<file path="src/rtl/uart_rx_engine.sv">
// UART receive engine: start detection, mid-bit sampling, LSB-first shift, parity/framing/overrun status.
// Optional: define UART_RX_SYNC_EN to pass RX through a two-flop synchronizer (+2 clocks on every sample).
module uart_rx_engine #(
    parameter int BAUD_W = 19
) (
    input  logic              clk,
    input  logic              reset,
    input  logic              RX,
    input  logic [BAUD_W-1:0] BAUD,
    input  logic              EIGHT,
    input  logic              PEN,
    input  logic              OHEL,
    input  logic              READ_CLR,
    output logic [7:0]        RX_DATA,
    output logic              RXRDY,
    output logic              PERR,
    output logic              FERR,
    output logic              OVF
);
    typedef enum logic [1:0] {
        IDLE  = 2'd0,
        START = 2'd1,
        DATA  = 2'd2,
        STOP  = 2'd3
    } state_t;

    localparam logic [BAUD_W-1:0] CNT_ONE = 1;

    state_t            state_reg, state_next;
    logic [BAUD_W-1:0] cnt_reg;
    logic [3:0]        bit_idx_reg;
    logic [8:0]        shift_reg;
    logic              eight_reg, pen_reg, ohel_reg;
    logic              rx_s;

`ifdef UART_RX_SYNC_EN
    logic [1:0] sync_reg;

    always_ff @(posedge clk or negedge reset) begin
        if (!reset) begin
            sync_reg <= 2'b11;
        end else begin
            sync_reg <= {sync_reg[0], RX};
        end
    end

    assign rx_s = sync_reg[1];
`else
    assign rx_s = RX;
`endif

    logic [BAUD_W-1:0] half_baud;
    logic [3:0]        nbits;
    logic              at_half, at_baud, last_bit;

    assign half_baud = BAUD >> 1;
    assign nbits     = (eight_reg ? 4'd8 : 4'd7) + {3'b000, pen_reg};
    assign at_half   = (cnt_reg == half_baud);
    assign at_baud   = (cnt_reg == BAUD);
    assign last_bit  = (bit_idx_reg == nbits - 4'd1);

    always_ff @(posedge clk or negedge reset) begin
        if (!reset) begin
            state_reg <= IDLE;
        end else begin
            state_reg <= state_next;
        end
    end

    // STOP exits at mid-stop so a back-to-back start edge is never missed
    always_comb begin
        state_next = state_reg;
        case (state_reg)
            IDLE:    if (!rx_s) state_next = START;
            START:   if (at_half) state_next = rx_s ? IDLE : DATA;
            DATA:    if (at_baud && last_bit) state_next = STOP;
            STOP:    if (at_baud) state_next = IDLE;
            default: state_next = IDLE;
        endcase
    end

    logic start_det, data_sample, load;

    always_comb begin
        start_det   = 1'b0;
        data_sample = 1'b0;
        load        = 1'b0;
        case (state_reg)
            IDLE:    start_det   = ~rx_s;
            DATA:    data_sample = at_baud;
            STOP:    load        = at_baud;
            default: ;
        endcase
    end

    // Restarting on every data sample makes each DATA bit a fresh BAUD+1 period
    always_ff @(posedge clk or negedge reset) begin
        if (!reset) begin
            cnt_reg <= '0;
        end else if (state_next != state_reg || data_sample || state_reg == IDLE) begin
            cnt_reg <= '0;
        end else begin
            cnt_reg <= cnt_reg + CNT_ONE;
        end
    end

    always_ff @(posedge clk or negedge reset) begin
        if (!reset) begin
            bit_idx_reg <= '0;
            shift_reg   <= '0;
            eight_reg   <= 1'b0;
            pen_reg     <= 1'b0;
            ohel_reg    <= 1'b0;
        end else if (start_det) begin
            bit_idx_reg <= '0;
            shift_reg   <= '0;
            eight_reg   <= EIGHT;
            pen_reg     <= PEN;
            ohel_reg    <= OHEL;
        end else if (data_sample) begin
            bit_idx_reg <= bit_idx_reg + 4'd1;
            shift_reg   <= {rx_s, shift_reg[8:1]};
        end
    end

    logic [8:0] aligned;
    logic [7:0] char_data;
    logic       parity_bit, perr_calc;

    // Bits enter at the top, so the first bit ends up at position 9-N
    assign aligned    = shift_reg >> (4'd9 - nbits);
    assign char_data  = eight_reg ? aligned[7:0] : {1'b0, aligned[6:0]};
    assign parity_bit = eight_reg ? aligned[8] : aligned[7];
    assign perr_calc  = pen_reg & ((^char_data ^ parity_bit) != ohel_reg);

    always_ff @(posedge clk or negedge reset) begin
        if (!reset) begin
            RX_DATA <= '0;
            RXRDY   <= 1'b0;
            PERR    <= 1'b0;
            FERR    <= 1'b0;
            OVF     <= 1'b0;
        end else if (load) begin
            RX_DATA <= char_data;
            RXRDY   <= 1'b1;
            PERR    <= perr_calc;
            FERR    <= ~rx_s;
            OVF     <= RXRDY & ~READ_CLR;
        end else if (READ_CLR) begin
            RXRDY   <= 1'b0;
            PERR    <= 1'b0;
            FERR    <= 1'b0;
            OVF     <= 1'b0;
        end
    end

endmodule

</file>
<file path="config.mk">
export PLATFORM = sky130hd
export DESIGN_NAME = uart_rx_engine
export DESIGN_NICKNAME = d
export VERILOG_FILES = /design/src/rtl/uart_rx_engine.sv
export SDC_FILE = /design/constraint.sdc
export NUM_CORES = 1
export LEC_CHECK = 0
export ABC_AREA = 1
export ABC_CLOCK_PERIOD_IN_PS = 2920
export CAP_MARGIN = 20
export CORE_MARGIN = 2
export CORE_UTILIZATION = 38
export CTS_CLUSTER_SIZE = 10
export DETAILED_ROUTE_END_ITERATION = 10
export GPL_ROUTABILITY_DRIVEN = 0
export GPL_TIMING_DRIVEN = 0
export PLACE_DENSITY = 0.59
export SLEW_MARGIN = 10
export SYNTH_ARGS = -nofsm -noshare
export SYNTH_HDL_FRONTEND = slang
export SYNTH_SLANG_ARGS = --single-unit
</file>
<file path="constraint.sdc">
create_clock -name clk -period 2.92 [get_ports clk]
set_input_delay 0.584 -clock clk [delete_from_list [all_inputs] [get_ports clk]]
set_output_delay 0.584 -clock clk [all_outputs]
set_load 0.02 [all_outputs]
</file>
-- Word-level counts from Yosys, hierarchy flattened
Index checks and enable logic that the tools add are counted.
- ROM bits: 0
- memories: 0
- latch bits: 0
- input port bits: 26
- memory bits (writable): 0
- logic and storage cells: 60
- output and inout bits: 12
- bits in registers: 49
- div/mod/pow operators: 0
- bitwise gates (word level): 5
- multiplexer cells: 22
- multipliers: 0
- $add $sub $neg: 5
- shift-type cells: 1
- reduce and logical (&&, ||, !) cells: 7
- equality and inequality tests: 8
- magnitude comparators: 0
- operator list (kind ; number):
    $add A19 B1 Y19 const B ; 1
    $eq A19 B18 Y1 ; 1
    $eq A19 B19 Y1 ; 1
    $mux W19 ; 1
    $mux W9 ; 2
    $mux W4 ; 3
    $mux W2 ; 5
    $mux W1 ; 9
    $shr A9 B4 Y9 ; 1
    $mux W8 ; 1
    $pmux W2 S4 ; 1
    $reduce_xor A8 Y1 ; 1
    $add A4 B1 Y4 ; 1
    $add A4 B1 Y4 const B ; 1
    $eq A2 B2 Y1 const B ; 2
    $eq A4 B4 Y1 ; 1
    $reduce_bool A2 Y1 ; 2
    $sub A4 B1 Y4 const B ; 1
    $sub A4 B4 Y4 const A ; 1
    $and A1 B1 Y1 ; 2
    $eq A2 B1 Y1 const B ; 1
    $logic_not A2 Y1 ; 1
    $logic_or A1 B1 Y1 ; 2
    $ne A2 B2 Y1 ; 1
    4 further kinds ; 5

-- Depth between registers and ports, before layout
- depth after elaboration: 11
- gate-level depth with buffers: 17
- mapped depth without buffers: 17

-- Worst setup path after synthesis
No wires, ideal clock.
- path kind: register -> register
- from: register eight_reg
- to: register PERR
- clock period less this slack: 1.994 ns
- stages on the path, launching flop included: 14
- library setup time: 0.117 ns
- path buffers: 1
- arrival time: 1.876 ns
- data required time: 2.803 ns
- path slack: 0.926 ns
- path through: dfrtp_1 > inv_1 > ha_1 > buf_2 > o21ai_0 > nand3_1 > nand2_1 > nand2_1 > nand2_1 > nand3_1 > nand2_1 > nand2_1 > nand3_1 > nand2_1
- word-level cells in the longest chain between the ends: 10
- elaborated cells on any way between the ends: 11
- those cells by class: add/sub (2); eq/ne (1); shift (1); mux (4); bitwise (2); reduce/logical (1)
- ends and longest elaborated chain (item ; RTL line ; RTL):
    from (decl) ; 33 ; logic eight_reg, pen_reg, ohel_reg;
    from (signal assigned) ; 111 ; eight_reg <= 1'b0;
    from (signal assigned) ; 117 ; eight_reg <= EIGHT;
    $mux W4 ; 57 ; assign nbits = (eight_reg ? 4'd8 : 4'd7) + {3'b000, pen_reg};
    $add A4 B1 Y4 ; 57 ;
    $sub A4 B4 Y4 ; 131 ; assign aligned = shift_reg >> (4'd9 - nbits);
    $shr A9 B4 Y9 ; 131 ;
    $mux W8 ; 132 ; assign char_data = eight_reg ? aligned[7:0] : {1'b0, aligned[6:0]};
    $reduce_xor A8 Y1 ; 134 ; assign perr_calc = pen_reg & ((^char_data ^ parity_bit) != ohel_reg);
    $xor A1 B1 Y1 (*) ; 134 ;
    $ne A1 B1 Y1 (*) ; 134 ;
    $and A1 B1 Y1 (*) ; 134 ;
    $mux W1 (*) ; 143 ; end else if (load) begin
    to (signal assigned) ; 146 ; PERR <= perr_calc;
    to (decl) ; 16 ; output logic PERR,
Every way passes the cells marked *; elsewhere a longest branch is shown, timed or not.
A chain may end at the register's enable or synchronous reset.

-- Worst setup path after layout
Ends and elaborated chain as after synthesis.

==> metrics <==
commonest non-fill, non-tap cell in the layout=nand2_1; worst-path fanout max=10; Total Power=1993 uW; Vias/cell=4.893; Worst-Margin Slew=474.2 ps; Final min period=2379 ps; Async SR Flop Fraction=100.0%; Mapped Avg Cell Area=7.103 um^2; setup violators final=0; CP Class=flop to flop; total track usage=17.97%; number of DRC markers in iteration 0=220; CTS max path bufs=2; Synth Instances=505; CTS Root Cell=clkbuf_8; Worst VDD drop=242.7 uV; routed via count=3,239; number of max-cap violations=0; fin crit share=81.46%; DIE AREA=0.01023 mm^2; Synth Flop Type=dfrtp_1; Slew HR=68.10%; Congestion Overflow GR=0; TritonCTS clock tree=done; Die H=101.2 um; first-pass GRT wire length=14.66 mm; PostCTS Resize Cnt=0; pre-CTS setup slack=367.7 ps; clk_lat worst skew=310 ps; Leak Pwr=0.001971 uW; setup repair after global routing missed its margin=no; number of port buffers=37; worst hold path class=input port to asynchronous set/reset pin; largest net degree at the start of global routing=35; total CTS buffers=5; cts-stage hold buffer count=0; final hold violations=0; Syn Nets=537; dpl hpwl=6.889 mm; fmax=0.4204 GHz; Clock Skews=7.109 ps; H-tree depth=2; CP top delay family=simple AND/OR/NAND/NOR gates; Netlist cell types=39; Die X=101.2 um; # IOs=38; WL per Instance=13.15 um; CP Launch Type=flop; met3 Use GR=2.070%; worst r2r dst=PERR$_DFFE_PN0P_; met2 GRT Util=30.06%; crit end category=flop; CTS clk-pin slew, worst paths=100 ps; crit-path cells=inv_1 > ha_1 > buf_2 > o21ai_0 > nand3_1 > nand2_1 > nand2_1 > nand2_1 > nand2_1 > nand2_1 > nand3_1 > nand3_1 > nand2_1; R2R cell count=13; Initial Util=39.01%; share of layout cells above drive strength 1=11.98%; Sink Count=49; ANT nets after route=0; Detailed Routing Iterations Pass 1=4; worst r2r src=eight_reg$_DFFE_PN0P_; met1 usage=25.21%; filler instances=911; Yosys Warn Count=0; status=complete, no violations; setup ws final=541.5 ps; crit path DAT=2580 ps; row count=35; busiest layer in global routing=met2; flops & latches, synth=49; sequential fraction of the synthesis area=34.18%; number of antenna diodes=0; postcts setup bufs=0; power density over cell area=471.3 mW/mm^2; antenna violations before repair=0; Detailed Route WL=8.702 mm; Syn Std Cell Area=0.003587 mm^2; Most common cell on crit path=nand2_1; Slowest-stage cell, CP=dfrtp_1; Core ar.=0.009196 mm^2; Worst Path Required=3130 ps; number of synthesized flops with an enable pin=0; final net count=582; CP peak stage delay=500 ps; drt drc=0; Worst R2R Setup Slack=540 ps; max reg flops=19; max-slew violation count=0; synthesis-to-layout area growth=17.86%; number of global-route vias before repair=3,108; most frequent cells in the layout=nand2_1 (168), inv_1 (54), dfrtp_1 (49); CP bufs+invs=2
-- stage by stage --
stage	instance area, um^2	hold slack, ps	util [%]	instances	TNS, ps
after floorplan	3587	288.4	-	505	0
after global placement	4096	453.7	44.54	653	-16710
after detailed placement	4111	459.4	44.71	654	0
after CTS	4228	208.3	45.97	662	0
after global routing	4228	221.6	45.97	662	0
final	4228	192.8	45.97	662	0
-- cell families (layout without fill, tap and decap cells) --
group / Yosys count / after routing / share of synthesized area [%]
compound gates: 38 / 38 / 6.662
simple gates: 294 / 294 / 37.57
xor+xnor: 36 / 36 / 8.790
fa+ha+maj: 6 / 6 / 2.093
buf+inv: 82 / 128 / 10.71
flops: 49 / 49 / 34.18
-- power breakdown --
part | internal [uW] | switching (uW)
clock | 280 | 245
combinational | 249 | 427
sequential | 728 | 63.5
-- synthesized netlist by cell type, types with 3 or more instances --
| library cell | n | share of area (%) |
|---|---|---|
| o21ai_2 | 7 | 1.7 |
| o21ai_1 | 6 | 0.84 |
| buf_2 | 6 | 0.84 |
| nor2_2 | 3 | 0.52 |
| nor2_1 | 37 | 3.9 |
| nor2_4 | 3 | 0.94 |
| dfrtp_1 | 49 | 34 |
| xnor2_1 | 14 | 3.4 |
| inv_1 | 54 | 5.7 |
| xor2_1 | 22 | 5.4 |
| nand4_1 | 7 | 1.2 |
| nand2_1 | 168 | 18 |
| nor3_2 | 10 | 2.8 |
| nor3_1 | 13 | 1.8 |
| a21oi_1 | 4 | 0.56 |
| o21ai_0 | 17 | 2.4 |
| buf_6 | 5 | 1.6 |
| ha_1 | 6 | 2.1 |
| inv_2 | 9 | 0.94 |
| buf_4 | 3 | 0.63 |
| nand3_1 | 41 | 5.7 |
-- area by class of cell --
class                      instances  area, um^2  area share [%]
multi-input combinational        374        1977           46.76
sequential                        49        1226           29.00
timing repair buffer              38       385.4           9.115
inverter                          65       246.5           5.830
tap                              111       138.9           3.285
buffer                            17       137.6           3.255
clock buffer                       7       86.33           2.042
clock inverter                     1       30.03          0.7103
-- how the worst max path moves through the flow --
stage	from	endpoint	slack, ps	depth (start not counted)
4_1_cts	eight_reg$_DFFE_PN0P_	PERR$_DFFE_PN0P_	550	13
3_3_place_gp	reset	bit_idx_reg[0]$_DFFE_PN0P_	-350	1
2_1_floorplan	eight_reg$_DFFE_PN0P_	PERR$_DFFE_PN0P_	930	13
5_1_grt	eight_reg$_DFFE_PN0P_	PERR$_DFFE_PN0P_	330	15
3_5_place_dp	BAUD[6]	cnt_reg[10]$_DFF_PN0_	370	11
6_report	eight_reg$_DFFE_PN0P_	PERR$_DFFE_PN0P_	540	13
-- per-layer routing --
layer	vias up	share of wire [%]
met5	-	0
li1	1672	-
met4	0	0.82
met3	7	3.8
met1	1501	49
met2	59	46
Note: power is estimated with default switching activity, not from simulation.
